$ cat config.mk
export PLATFORM = sky130hd
export DESIGN_NAME = mem_stage_ctrl
export DESIGN_NICKNAME = d
export VERILOG_FILES = /design/src/rtl/mem_stage_ctrl.sv
export SDC_FILE = /design/constraint.sdc
export NUM_CORES = 1
export LEC_CHECK = 0
export CAP_MARGIN = 25
export CORE_ASPECT_RATIO = 0.6
export CORE_MARGIN = 1.5
export CORE_UTILIZATION = 30
export CTS_BUF_LIST = sky130_fd_sc_hd__clkbuf_2 sky130_fd_sc_hd__clkbuf_4 sky130_fd_sc_hd__clkbuf_8
export CTS_CLUSTER_DIAMETER = 30
export CTS_CLUSTER_SIZE = 14
export DETAILED_ROUTE_END_ITERATION = 10
export SYNTH_ARGS = -nofsm -noshare
export SYNTH_HDL_FRONTEND = slang
export SYNTH_SLANG_ARGS = --single-unit
$ cat constraint.sdc
create_clock -name clk -period 3.7 [get_ports clk]
set_clock_uncertainty 0.15 [all_clocks]
set_input_delay 0.74 -clock clk [delete_from_list [all_inputs] [get_ports clk]]
set_output_delay 0.74 -clock clk [all_outputs]
set_load 0.02 [all_outputs]
$ cat src/rtl/mem_stage_ctrl.sv
// Memory-stage sequencer: runs a req/ack handshake to data memory for loads and
// stores, stalls the front of the pipeline, and bubbles the M->W register meanwhile.
module mem_stage_ctrl #(
  parameter int N       = 32,
  parameter int MAXWAIT = 16,
  parameter int CW      = 5
) (
  input  logic         clk,
  input  logic         rst,
  input  logic         memread_M,
  input  logic         memwrite_M,
  input  logic [N-1:0] addr_M,
  input  logic [N-1:0] wdata_M,
  output logic         mem_req,
  output logic         mem_we,
  output logic [N-1:0] mem_addr,
  output logic [N-1:0] mem_wdata,
  input  logic         mem_ack,
  input  logic [N-1:0] mem_rdata,
  output logic [N-1:0] readdata_M,
  output logic         stall,
  output logic         bubble_W,
  output logic         mem_err
);

  localparam logic [1:0] S_IDLE   = 2'd0;
  localparam logic [1:0] S_ACCESS = 2'd1;
  localparam logic [1:0] S_DONE   = 2'd2;

  localparam logic [CW-1:0] LAST_WAIT = CW'(MAXWAIT - 1);

  logic [1:0]    r_state;
  logic [CW-1:0] r_cnt;
  logic          r_mem_req;
  logic          r_mem_we;
  logic [N-1:0]  r_mem_addr;
  logic [N-1:0]  r_mem_wdata;
  logic [N-1:0]  r_readdata;
  logic          r_mem_err;
  logic          w_access;
  logic          w_stall;

  assign w_access = memread_M | memwrite_M;

  // NOTE: all state updates use non-blocking assignments so every register
  // samples pre-edge values; blocking here would create order-dependent races.
  always_ff @(posedge clk or negedge rst) begin
    if (!rst) begin
      r_state     <= S_IDLE;
      r_cnt       <= '0;
      r_mem_req   <= 1'b0;
      r_mem_we    <= 1'b0;
      r_mem_addr  <= '0;
      r_mem_wdata <= '0;
      r_readdata  <= '0;
      r_mem_err   <= 1'b0;
    end else begin
      case (r_state)
        S_IDLE: begin
          if (w_access) begin
            r_mem_addr  <= addr_M;
            r_mem_wdata <= wdata_M;
            r_mem_we    <= memwrite_M;
            r_mem_req   <= 1'b1;
            r_cnt       <= '0;
            r_state     <= S_ACCESS;
          end
        end
        S_ACCESS: begin
          // An ack on the last allowed cycle completes normally, never a timeout.
          if (mem_ack) begin
            r_readdata <= r_mem_we ? '0 : mem_rdata;
            r_mem_req  <= 1'b0;
            r_state    <= S_DONE;
          end else if (r_cnt == LAST_WAIT) begin
            r_readdata <= '0;
            r_mem_err  <= 1'b1;
            r_mem_req  <= 1'b0;
            r_state    <= S_DONE;
          end else begin
            r_cnt <= r_cnt + 1'b1;
          end
        end
        S_DONE: begin
          // Same instruction is still in M this cycle, so access_M is ignored.
          r_state <= S_IDLE;
        end
        default: r_state <= S_IDLE;
      endcase
    end
  end

  assign w_stall = (r_state == S_ACCESS) || ((r_state == S_IDLE) && w_access);

  assign mem_req    = r_mem_req;
  assign mem_we     = r_mem_we;
  assign mem_addr   = r_mem_addr;
  assign mem_wdata  = r_mem_wdata;
  assign readdata_M = r_readdata;
  assign mem_err    = r_mem_err;
  assign stall      = w_stall;
  assign bubble_W   = w_stall;

endmodule

==> reports/summary.md <==
For this run, the detailed router's first-pass iteration total came to 4. The final worst-path setup slack is 0.626 ns. Overall power of the completed layout: 5.54 mW. For this design, the sink count on the clock tree is 106. The first global-routing pass estimated 15.6 mm of wire. Routability-driven placement finished with a final weighted congestion of 0.747. The number of cell rows is 32, and the remaining routing DRC violations is 0.

The die area was 13900 µm². The largest single stage delay on the critical path is 0.62 ns. Summing the areas of all xor and xnor instances in the mapped netlist gives 0% of the synthesized area.

Based on the critical path, the design can be clocked at up to 325 MHz. The number of hold violations in the final report was 0; the biggest fanout along the worst timing path was 3. The sum of negative setup slack came out at 0 ns. The power density of the placed cells works out to 873 nW/µm².

The logs give 67.1% for the sequential area share after synthesis and 66 for the maximum number of pins on one net before global-route repair. After synthesis, the largest family of logic cells by area is multiplexers. The quantity of hold-fixing buffers added after cts was 0; the routed wire length was 9.88 mm. STA puts the critical path data required time at 2.81 ns.

The tools report the placed wire-length estimate as 7.11 mm. Timing analysis after detailed placement gives a worst setup slack of 0.617 ns. The run finished with clean final reports. The number of buffers created by CTS was 9. The fraction of the mapped netlist area in compound gates came out at 8.99%.

Cell area after synthesis: 3950 µm². For this configuration, the core starts out at a cell density of 30.8%. Headroom to the max-slew limit came out at 41.8%. The slowest library cell on the worst path is clkdlybuf4s50_1. Setup repair after global routing left no endpoint under its margin. Dividing the detail-routed via count by the number of cells gives 4.53. The leakage component of the power was 2.65 nW; the simple-gate portion of the synthesized area was 2.15%. The number of instances resized during post-cts repair came out at 0. Max-cap violations in this run came to 0. Setup violations remaining at the end of the flow were counted as 0.

Synthesis instantiated 27 different standard cells from the library. Counting every instance in the synthesized netlist gives 248. Synthesis produced a netlist with a net count of 351.

The overall global routing resource usage is 14.6%, and the area added between synthesis and finish is 60.6%. The worst setup path is captured at a primary output. For the insertion delay of the later-clocked pin in the worst-skew pair, the log shows 0.35 ns.

The count of vias placed by the detailed router is 2827, and the number of antenna cells inserted is 0. The worst hold path class is in -> async. Number of antenna violations at the first check in global routing: 0. The filler cells instantiated in the layout total 1113.

Multiplexer cells account for 18.7% of the synthesized area. After global routing the overflow that remains totals 0. The smallest clock period supported by the final layout is computed as 3.07 ns.

TritonCTS built the clock tree. For this design the top-level I/O count stands at 202. The signal on the critical path passes through clkdlybuf4s50_1, nor2_1, nor3_2, nand2b_1, clkdlybuf4s50_1. Dividing the detail-routed wire length by the instance count gives 15.8 µm. The startpoint-to-endpoint class of the critical path was in -> out. The number of warnings issued by yosys is 0, and the final core area utilization is 49.4%.

The count of nets left with antenna violations once routing finished came out at 0. The CTS root buffer was clkbuf_8. The tools report the kind of launch point of the worst setup path as an input pin.

The final-stage net count was 553; the transition at the pin with the smallest max-transition slack was 0.873 ns. The number of input and output port buffers inserted is 201. The count of state elements after synthesis works out to 106. Clock-pin slew was measured on the worst setup and hold paths at 0.10 ns. The horizontal die dimension is 151 µm. After the first detailed-routing iteration, the DRC count stood at 87.

The H-tree generated during clock tree synthesis spans 3 levels. The area share of fa/ha/maj cells after synthesis came out at 0.633%. Each instance of the synthesized netlist takes up on average 15.9 µm².

In this run the deepest clock path goes through 2 buffers. Area of the core: 12900 µm². The height of the die was 91.9 µm. The fraction of the cycle the final worst path needs came out at 83.1%.

The run gives 0 as the total count of max-transition violations in the final report. IR analysis of the VDD net gives a maximum drop of 0.393 mV. In the final layout, the share of cells above drive strength 1 is 19.4%.

The cell occurring most often along the worst timing path was clkdlybuf4s50_1. The run gives 2.18 ns as the critical path data arrival time. The number of buffers added for setup after CTS is 0, and the via count of the first global-routing pass is 2967.
==> final timing paths <==
| kind | from | to | slack, ns | cells after the start |
|---|---|---|---|---|
| min reg2reg | mem_err$_DFFE_PN0P_ | mem_err$_DFFE_PN0P_ | 0.32 | 1 |
| min in group clk | mem_err$_DFFE_PN0P_ | mem_err$_DFFE_PN0P_ | 0.32 | 1 |
| max | memwrite_M | stall | 0.63 | 5 |
| max reg2reg | r_cnt[0]$_DFFE_PN0P_ | readdata_M[29]$_DFFE_PN0P_ | 1.28 | 6 |
| min | rst | mem_addr[30]$_DFFE_PN0P_ | 0.27 | 1 |
| max in group asynchronous | rst | readdata_M[24]$_DFFE_PN0P_ | 2.40 | 2 |
==> cell families after synthesis <==
logic type	count (synthesis)
AO/OA/AOI/OAI	42
adder cells (fa/ha/maj)	2
buffers and inverters	19
flip-flops	106
multiplexers	66
AND/OR/NAND/NOR	13
==> metrics by stage <==
step	area (µm²)	hold WS, ns	std cells
floorplan	3950	0.287	248
global placement	6160	0.303	609
detailed placement	6160	0.305	609
CTS	6350	0.279	624
global route	6350	0.299	624
finish	6350	0.266	624
==> layer usage <==
| metal | share of wire, % | global-route usage (%) | up-vias |
|---|---|---|---|
| li1 | - | - | 1309 |
| met1 | 47 | 20.0 | 1394 |
| met2 | 41 | 20.4 | 117 |
| met3 | 11 | 7.36 | 7 |
| met4 | 0.87 | 3.64 | 0 |
| met5 | 0 | 0 | - |
==> cell usage after synthesis <==
library cell / instances / area, µm²
dfrtp_1: 106 / 2650
inv_1: 5 / 18.8
o21ai_1: 1 / 5.00
a31o_2: 1 / 8.76
a22o_1: 34 / 298
nor3_2: 1 / 10.0
or4b_1: 1 / 10.0
nand4_1: 1 / 6.26
and3_1: 1 / 6.26
buf_2: 4 / 20.0
a21oi_1: 1 / 5.00
o31a_1: 1 / 8.76
o2bb2ai_1: 1 / 8.76
nor2_1: 2 / 7.51
clkbuf_1: 5 / 18.8
nand2b_1: 2 / 12.5
mux2_2: 64 / 721
o21a_1: 1 / 7.51
mux2i_1: 2 / 20.0
nor4b_1: 2 / 17.5
nor2b_1: 1 / 6.26
o31ai_1: 1 / 7.51
nor3_1: 1 / 5.00
buf_4: 5 / 37.5
o22ai_1: 1 / 6.26
ha_1: 2 / 25.0
nand2_1: 1 / 3.75
==> cell type report <==
| type | count | area [µm²] | share of cell area (%) |
|---|---|---|---|
| clock inverters | 4 | 53.8 | 0.847 |
| multi-input cells | 123 | 1220 | 19.2 |
| flip-flops and latches | 106 | 2650 | 41.8 |
| inverters | 5 | 18.8 | 0.296 |
| clock buffers | 11 | 139 | 2.19 |
| well taps | 170 | 213 | 3.35 |
| repair buffers | 205 | 2050 | 32.3 |
==> power breakdown <==
group	leakage (nW)	switching, mW	internal (mW)
combinational	1.26	1.31	1.53
clock	0.0925	0.388	0.327
sequential	1.30	0.299	1.69
==> critical path, delay by kind of cell <==
kind / cells / cell delay [ns]
buffers and inverters: 2 / 1.09
AND/OR/NAND/NOR: 3 / 0.36
==> state kept, by name (all words and copies together), names as in the netlist <==
register    cells
mem_addr       32
mem_wdata      32
readdata_M     32
r_cnt           5
r_state         2
mem_err         1
mem_req         1
mem_we          1
==> placed cells by master, fill, tap and decap left out, types with 2 or more instances in the layout <==
master	netlist	routed
a22o_1	34	34
clkdlybuf4s50_1	0	200
buf_4	5	4
clkbuf_8	0	9
mux2_2	64	64
nor2_1	2	2
nor4b_1	2	2
ha_1	2	2
dfrtp_1	106	106
nand2b_1	2	2
inv_1	5	5
clkinvlp_4	0	2
clkbuf_4	0	2
mux2i_1	2	2
Power figures use the tool's default switching activity.
